--- config.mk ---
export PLATFORM = sky130hd
export DESIGN_NAME = jt89_regs_flat
export DESIGN_NICKNAME = d
export VERILOG_FILES = /design/src/rtl/jt89_regs_if.sv /design/src/rtl/jt89_regs.sv /design/src/flat_wrapper.sv
export SDC_FILE = /design/constraint.sdc
export NUM_CORES = 1
export LEC_CHECK = 0
export BUFFER_PORTS_ARGS = -buffer_cell sky130_fd_sc_hd__buf_2
export CAP_MARGIN = 20
export CORE_UTILIZATION = 35
export CTS_BUF_LIST = sky130_fd_sc_hd__clkbuf_8 sky130_fd_sc_hd__clkbuf_16
export CTS_CLUSTER_DIAMETER = 150
export DETAILED_ROUTE_END_ITERATION = 16
export GPL_ROUTABILITY_DRIVEN = 0
export GPL_TIMING_DRIVEN = 0
export PLACE_DENSITY_LB_ADDON = 0.08
export SETUP_SLACK_MARGIN = 0.4
export SYNTH_ARGS = -nofsm -noshare
export SYNTH_HDL_FRONTEND = slang
export SYNTH_SLANG_ARGS = --single-unit
export TNS_END_PERCENT = 50
--- constraint.sdc ---
create_clock -name clk -period 2.2 [get_ports clk]
set_input_delay 0.44 -clock clk [delete_from_list [all_inputs] [get_ports clk]]
set_output_delay 0.44 -clock clk [all_outputs]
set_load 0.1 [all_outputs]
--- src/rtl/jt89_regs_if.sv ---
// CPU write bus of the jt89 PSG: data byte, active-low strobe and ready.
interface jt89_regs_if;
    logic [7:0] din;
    logic       wr_n;
    logic       ready;

    modport master (output din, output wr_n, input  ready);
    modport slave  (input  din, input  wr_n, output ready);
endinterface

--- src/rtl/jt89_regs.sv ---
// jt89_regs: SN76489-compatible PSG register file and CPU write decoder.
// Optional build macro JT89_REGS_DATAVOL_EN: data bytes also update a latched
// volume or noise register (SMS VDP variant); otherwise they are ignored.
module jt89_regs #(
    parameter int unsigned BUSY_CYCLES = 32
) (
    input  logic              clk,
    input  logic              rst,
    input  logic              clk_en_i,
    jt89_regs_if.slave        bus,
    output logic [9:0]        tone0_o,
    output logic [9:0]        tone1_o,
    output logic [9:0]        tone2_o,
    output logic [3:0]        vol0_o,
    output logic [3:0]        vol1_o,
    output logic [3:0]        vol2_o,
    output logic [3:0]        vol3_o,
    output logic [2:0]        ctrl3_o,
    output logic              noise_rst_o
);

    localparam int unsigned    CNT_W     = 8;
    localparam logic [CNT_W-1:0] BUSY_LOAD = CNT_W'(BUSY_CYCLES);
    localparam logic [1:0]     CH_NOISE  = 2'd3;

    logic [9:0]       tone0_q, tone1_q, tone2_q, tone0_d, tone1_d, tone2_d;
    logic [3:0]       vol0_q, vol1_q, vol2_q, vol3_q;
    logic [3:0]       vol0_d, vol1_d, vol2_d, vol3_d;
    logic [2:0]       ctrl3_q, ctrl3_d;
    logic             noise_rst_q, noise_rst_d;
    logic [1:0]       ch_q, ch_d;
    logic             typ_q, typ_d;
    logic [CNT_W-1:0] cnt_q, cnt_d;
    logic             ready_q, ready_d;
    logic             wr_l_q, wr_l_d;
    logic             accept;

    // Register update; rst wins over any write on the same edge.
    always_ff @(posedge clk) begin
        if (rst) begin
            tone0_q     <= 10'd0;
            tone1_q     <= 10'd0;
            tone2_q     <= 10'd0;
            vol0_q      <= 4'hF;
            vol1_q      <= 4'hF;
            vol2_q      <= 4'hF;
            vol3_q      <= 4'hF;
            ctrl3_q     <= 3'd0;
            noise_rst_q <= 1'b0;
            ch_q        <= 2'd0;
            typ_q       <= 1'b0;
            cnt_q       <= '0;
            ready_q     <= 1'b1;
            wr_l_q      <= 1'b1;
        end else begin
            tone0_q     <= tone0_d;
            tone1_q     <= tone1_d;
            tone2_q     <= tone2_d;
            vol0_q      <= vol0_d;
            vol1_q      <= vol1_d;
            vol2_q      <= vol2_d;
            vol3_q      <= vol3_d;
            ctrl3_q     <= ctrl3_d;
            noise_rst_q <= noise_rst_d;
            ch_q        <= ch_d;
            typ_q       <= typ_d;
            cnt_q       <= cnt_d;
            ready_q     <= ready_d;
            wr_l_q      <= wr_l_d;
        end
    end

    // Write decode: one write per wr_n falling edge, only while ready.
    always_comb begin
        tone0_d     = tone0_q;
        tone1_d     = tone1_q;
        tone2_d     = tone2_q;
        vol0_d      = vol0_q;
        vol1_d      = vol1_q;
        vol2_d      = vol2_q;
        vol3_d      = vol3_q;
        ctrl3_d     = ctrl3_q;
        noise_rst_d = 1'b0;
        ch_d        = ch_q;
        typ_d       = typ_q;
        cnt_d       = cnt_q;
        wr_l_d      = bus.wr_n;
        accept      = wr_l_q & ~bus.wr_n & ready_q;

        if (clk_en_i && cnt_q != '0) begin
            cnt_d = cnt_q - CNT_W'(1);
        end

        if (accept) begin
            cnt_d = BUSY_LOAD;
            if (bus.din[7]) begin
                // Latch byte: select register and write its low nibble.
                ch_d  = bus.din[6:5];
                typ_d = bus.din[4];
                if (bus.din[4]) begin
                    case (bus.din[6:5])
                        2'd0:    vol0_d = bus.din[3:0];
                        2'd1:    vol1_d = bus.din[3:0];
                        2'd2:    vol2_d = bus.din[3:0];
                        default: vol3_d = bus.din[3:0];
                    endcase
                end else begin
                    case (bus.din[6:5])
                        2'd0:    tone0_d[3:0] = bus.din[3:0];
                        2'd1:    tone1_d[3:0] = bus.din[3:0];
                        2'd2:    tone2_d[3:0] = bus.din[3:0];
                        default: begin
                            ctrl3_d     = bus.din[2:0];
                            noise_rst_d = 1'b1;
                        end
                    endcase
                end
            end else begin
                // Data byte: upper tone bits of the latched channel.
                if (!typ_q && ch_q != CH_NOISE) begin
                    case (ch_q)
                        2'd0:    tone0_d[9:4] = bus.din[5:0];
                        2'd1:    tone1_d[9:4] = bus.din[5:0];
                        default: tone2_d[9:4] = bus.din[5:0];
                    endcase
                end
`ifdef JT89_REGS_DATAVOL_EN
                else if (typ_q) begin
                    case (ch_q)
                        2'd0:    vol0_d = bus.din[3:0];
                        2'd1:    vol1_d = bus.din[3:0];
                        2'd2:    vol2_d = bus.din[3:0];
                        default: vol3_d = bus.din[3:0];
                    endcase
                end else begin
                    ctrl3_d     = bus.din[2:0];
                    noise_rst_d = 1'b1;
                end
`endif
            end
        end

        ready_d = (cnt_d == '0);
    end

    assign bus.ready   = ready_q;
    assign tone0_o     = tone0_q;
    assign tone1_o     = tone1_q;
    assign tone2_o     = tone2_q;
    assign vol0_o      = vol0_q;
    assign vol1_o      = vol1_q;
    assign vol2_o      = vol2_q;
    assign vol3_o      = vol3_q;
    assign ctrl3_o     = ctrl3_q;
    assign noise_rst_o = noise_rst_q;

endmodule
--- src/flat_wrapper.sv ---
// flat-port wrapper written by rule: the top's interface ports become plain ports
module jt89_regs_flat 
#(
    parameter int unsigned BUSY_CYCLES = 32
)
  (clk, rst, clk_en_i, tone0_o, tone1_o, tone2_o, vol0_o, vol1_o, vol2_o, vol3_o, ctrl3_o, noise_rst_o, bus_din, bus_wr_n, bus_ready);
  jt89_regs_if bus_i ();
  input  logic clk;
  input  logic rst;
  input  logic clk_en_i;
  output logic [9:0] tone0_o;
  output logic [9:0] tone1_o;
  output logic [9:0] tone2_o;
  output logic [3:0] vol0_o;
  output logic [3:0] vol1_o;
  output logic [3:0] vol2_o;
  output logic [3:0] vol3_o;
  output logic [2:0] ctrl3_o;
  output logic noise_rst_o;
  input wire logic [$bits(bus_i.din)-1:0] bus_din;
  input wire logic [$bits(bus_i.wr_n)-1:0] bus_wr_n;
  output wire logic [$bits(bus_i.ready)-1:0] bus_ready;
  assign bus_i.din = bus_din;
  assign bus_i.wr_n = bus_wr_n;
  assign bus_ready = bus_i.ready;
  jt89_regs #(.BUSY_CYCLES(BUSY_CYCLES)) u_core (.clk(clk), .rst(rst), .clk_en_i(clk_en_i), .bus(bus_i), .tone0_o(tone0_o), .tone1_o(tone1_o), .tone2_o(tone2_o), .vol0_o(vol0_o), .vol1_o(vol1_o), .vol2_o(vol2_o), .vol3_o(vol3_o), .ctrl3_o(ctrl3_o), .noise_rst_o(noise_rst_o));
endmodule
==> qor.txt <==
Vias in the first global route: 1992
DRT Pass-1 Iters: 4
Fin crit share: 0.863
R2R setup slack: 0.30 ns
Hpwl dp: 4310 um
Inserted Diodes: 0
Clock Power Share: 0.306
Asr flop ratio synth: 0
R2r startpoint: u_core.cnt_q[6]
Hold Crit Start: bus_wr_n
Syn Area/Cell: 10.1 um2
Initial antenna violation count: 0
Power share of the combinational group: 0.342
Core area: 7210 um2
Tot GR Track Use: 0.174
Largest net degree at the start of global routing: 12
Worst-path clk slew: 0.07 ns
P_leak: 1.51 nW
Cell count after synthesis: 258
Routed wire per std cell: 14.5 um
First-pass GRT wire length: 10000 um
Synthesized Nets: 272
PwrDens: 1140 nW/um2
Max-cap violations: 0
Final instance area: 3330 um2
Pins Over Slew Limit: 0
Post-Route WL: 6330 um
Storage element area: 1270 um2
FF-to-FF End: u_core.bus.ready
Ports: 63
Placed instance area: 3030 um2
CTS tree: yes
CTS Buffer Depth: 2
Vias/cell: 4.69
Multi-input gate area: 1310 um2
Sequential area share after synthesis: 0.485
Kind of critical path: flip-flop to flip-flop
Post-synth EDFFs: 0
Die X: 88.2 um
Sw Ratio: 0.353
Crit end category: flip-flop
Most frequent cells in the layout: 61 x dfxtp_1, 60 x buf_2, 49 x mux2i_1, 40 x nor2_1, 27 x nand2_1
Area Overhead vs Synth: 28.2%
Starting Density: 0.360
Hold Path Depth: 2
Min-delay worst type: input port to flip-flop
Antenna Nets Post-Route: 0
Clk root buf: clkbuf_8
Worst Setup Start Kind: flip-flop
Detailed Route Iter0 Violations: 47
GRT overflow: 0
Worst relative slew slack: 0.571
Final Core Density: 0.462
Worst r2r path cells: 5
RSZ-0062 raised after global routing: yes
Status: complete, no violations
Final Skew: 0.00519 ns
Fmax achieved: 0.526 GHz
Worst Path Max Fanout: 2
Ys flop type: dfxtp_1
Pint: 2.47 mW
Min-Delay Endpoint: u_core.wr_l_q
# rows: 31
Clk sinks: 63
Via Count: 2046
Synthesis warning total: 0
Mapped Area: 2600 um2
Maximum vdd ir drop: 0.570 mV
Fillers: 739
Worst path arrival time: 2.12 ns
Nets: 346
Synth unique cells: 46
Sequential share of power: 0.352
Switching pwr: 1.35 mW
Die area: 7780 um2
Final Hold Slack: 0.337 ns
Setup tns final: 0 ns
Post-route minimum period: 1.90 ns
H-Tree Level Count: 3
Skew-Pair Late Insertion Delay: 0.34 ns
I/O Buffers: 60
Final hold viol count: 0
Total CTS buffers: 9
Final setup vio count: 0
Die height: 88.2 um
Worst Path Required: 2.43 ns
Worst Max-Slew Pin Slew: 0.644 ns
DRC violations left: 0
Most common cell after layout, fill and taps aside: dfxtp_1
FF+latch count, synth: 63
Layout cells sized above 1: 0.300
[synth_stat cells, types with 2 or more instances]
| cell | instances | area share |
|---|---|---|
| nand4_1 | 2 | 0.0048 |
| nor4b_2 | 3 | 0.017 |
| dfxtp_1 | 63 | 0.49 |
| nand4b_1 | 4 | 0.013 |
| mux2i_1 | 49 | 0.19 |
| a21oi_1 | 5 | 0.0096 |
| buf_1 | 2 | 0.0029 |
| o211ai_1 | 2 | 0.0058 |
| o31ai_1 | 2 | 0.0058 |
| nand2b_1 | 3 | 0.0072 |
| or3_1 | 2 | 0.0048 |
| or4_1 | 2 | 0.0058 |
| or2_2 | 2 | 0.0048 |
| nand2_1 | 27 | 0.039 |
| ha_1 | 2 | 0.0096 |
| o21ai_0 | 3 | 0.0058 |
| inv_1 | 3 | 0.0043 |
| clkbuf_1 | 11 | 0.016 |
| nand3b_1 | 2 | 0.0058 |
| nor3_1 | 2 | 0.0039 |
| nor2_1 | 40 | 0.058 |
| nor2b_1 | 3 | 0.0072 |
[power groups by stage]
stage          logic, mW  registers, mW  clock network, mW
2_1_floorplan      0.777           1.54                  0
3_3_place_gp        1.16           1.37                  0
3_5_place_dp        1.16           1.37                  0
4_1_cts             1.26           1.34               1.19
5_1_grt             1.42           1.36               1.23
6_report            1.31           1.35               1.17
[registers in the layout (all words and copies together), names as in the netlist]
name                flops
u_core.tone0_o         10
u_core.tone1_o         10
u_core.tone2_o         10
u_core.cnt_q            8
u_core.vol0_o           4
u_core.vol1_o           4
u_core.vol2_o           4
u_core.vol3_o           4
u_core.ctrl3_o          3
u_core.ch_q             2
u_core.bus.ready        1
u_core.noise_rst_o      1
u_core.typ_q            1
u_core.wr_l_q           1
[layer usage]
| metal | part of all wire | track usage | vias up |
|---|---|---|---|
| met4 | 0.012 | 0.0630 | 0 |
| li1 | - | - | 1045 |
| met3 | 0.040 | 0.0537 | 8 |
| met5 | 0 | 0 | - |
| met1 | 0.50 | 0.235 | 953 |
| met2 | 0.45 | 0.261 | 40 |
[stage by stage]
stage	power, mW	cells	setup slack, ns
5_1_grt	4.01	436	0.251
4_1_cts	3.80	436	0.311
3_5_place_dp	2.53	417	0.141
6_report	3.82	436	0.301
2_1_floorplan	2.32	258	0.292
3_3_place_gp	2.53	417	0.144
[cells by family (layout without fill, tap and decap cells)]
logic type               after synthesis  after routing  synth area share
AO/OA/AOI/OAI                         23             23            0.0727
adder cells (fa/ha/maj)                2              2           0.00962
flip-flops                            63             63             0.485
multiplexers                          51             51             0.199
buffers and inverters                 19             98            0.0308
XOR/XNOR                               2              2           0.00674
AND/OR/NAND/NOR                       98             98             0.196
[worst max-delay path by stage]
stage | end | startpoint | slack [ns] | depth (start not counted)
2_1_floorplan | u_core.bus.ready | u_core.cnt_q[4] | 0.29 | 5
3_3_place_gp | u_core.bus.ready | u_core.cnt_q[4] | 0.14 | 5
3_5_place_dp | u_core.bus.ready | u_core.cnt_q[4] | 0.14 | 5
4_1_cts | u_core.bus.ready | u_core.cnt_q[4] | 0.31 | 5
5_1_grt | u_core.bus.ready | u_core.cnt_q[6] | 0.25 | 5
6_report | u_core.bus.ready | u_core.cnt_q[6] | 0.30 | 5
[worst max-delay path, stage by stage, from the launching register on]
cell and delay [ns]:
dfxtp_1 0.32, or3_1 0.38, buf_6 0.13, o41ai_4 0.34, mux2_4 0.34, o41ai_2 0.29
[final cells by class]
| class | count | share of cell area |
|---|---|---|
| inverter | 4 | 0.00450 |
| clock inverter | 5 | 0.0240 |
| tap | 99 | 0.0371 |
| timing repair buffer | 63 | 0.0968 |
| clock buffer | 11 | 0.0454 |
| buffer | 15 | 0.0195 |
| sequential | 63 | 0.380 |
| multi-input combinational | 176 | 0.392 |
[what timing repair did]
action / in CTS / in global routing
gates cloned: 0 / 0
gates resized for setup: 6 / 4
setup endpoints to repair: 2 / 23
pin swaps: 2 / 2
hold buffers: 0 / 0
endpoints found under the hold margin: 0 / 0
setup buffers: 3 / 0
Note: power is estimated with default switching activity, not from simulation.
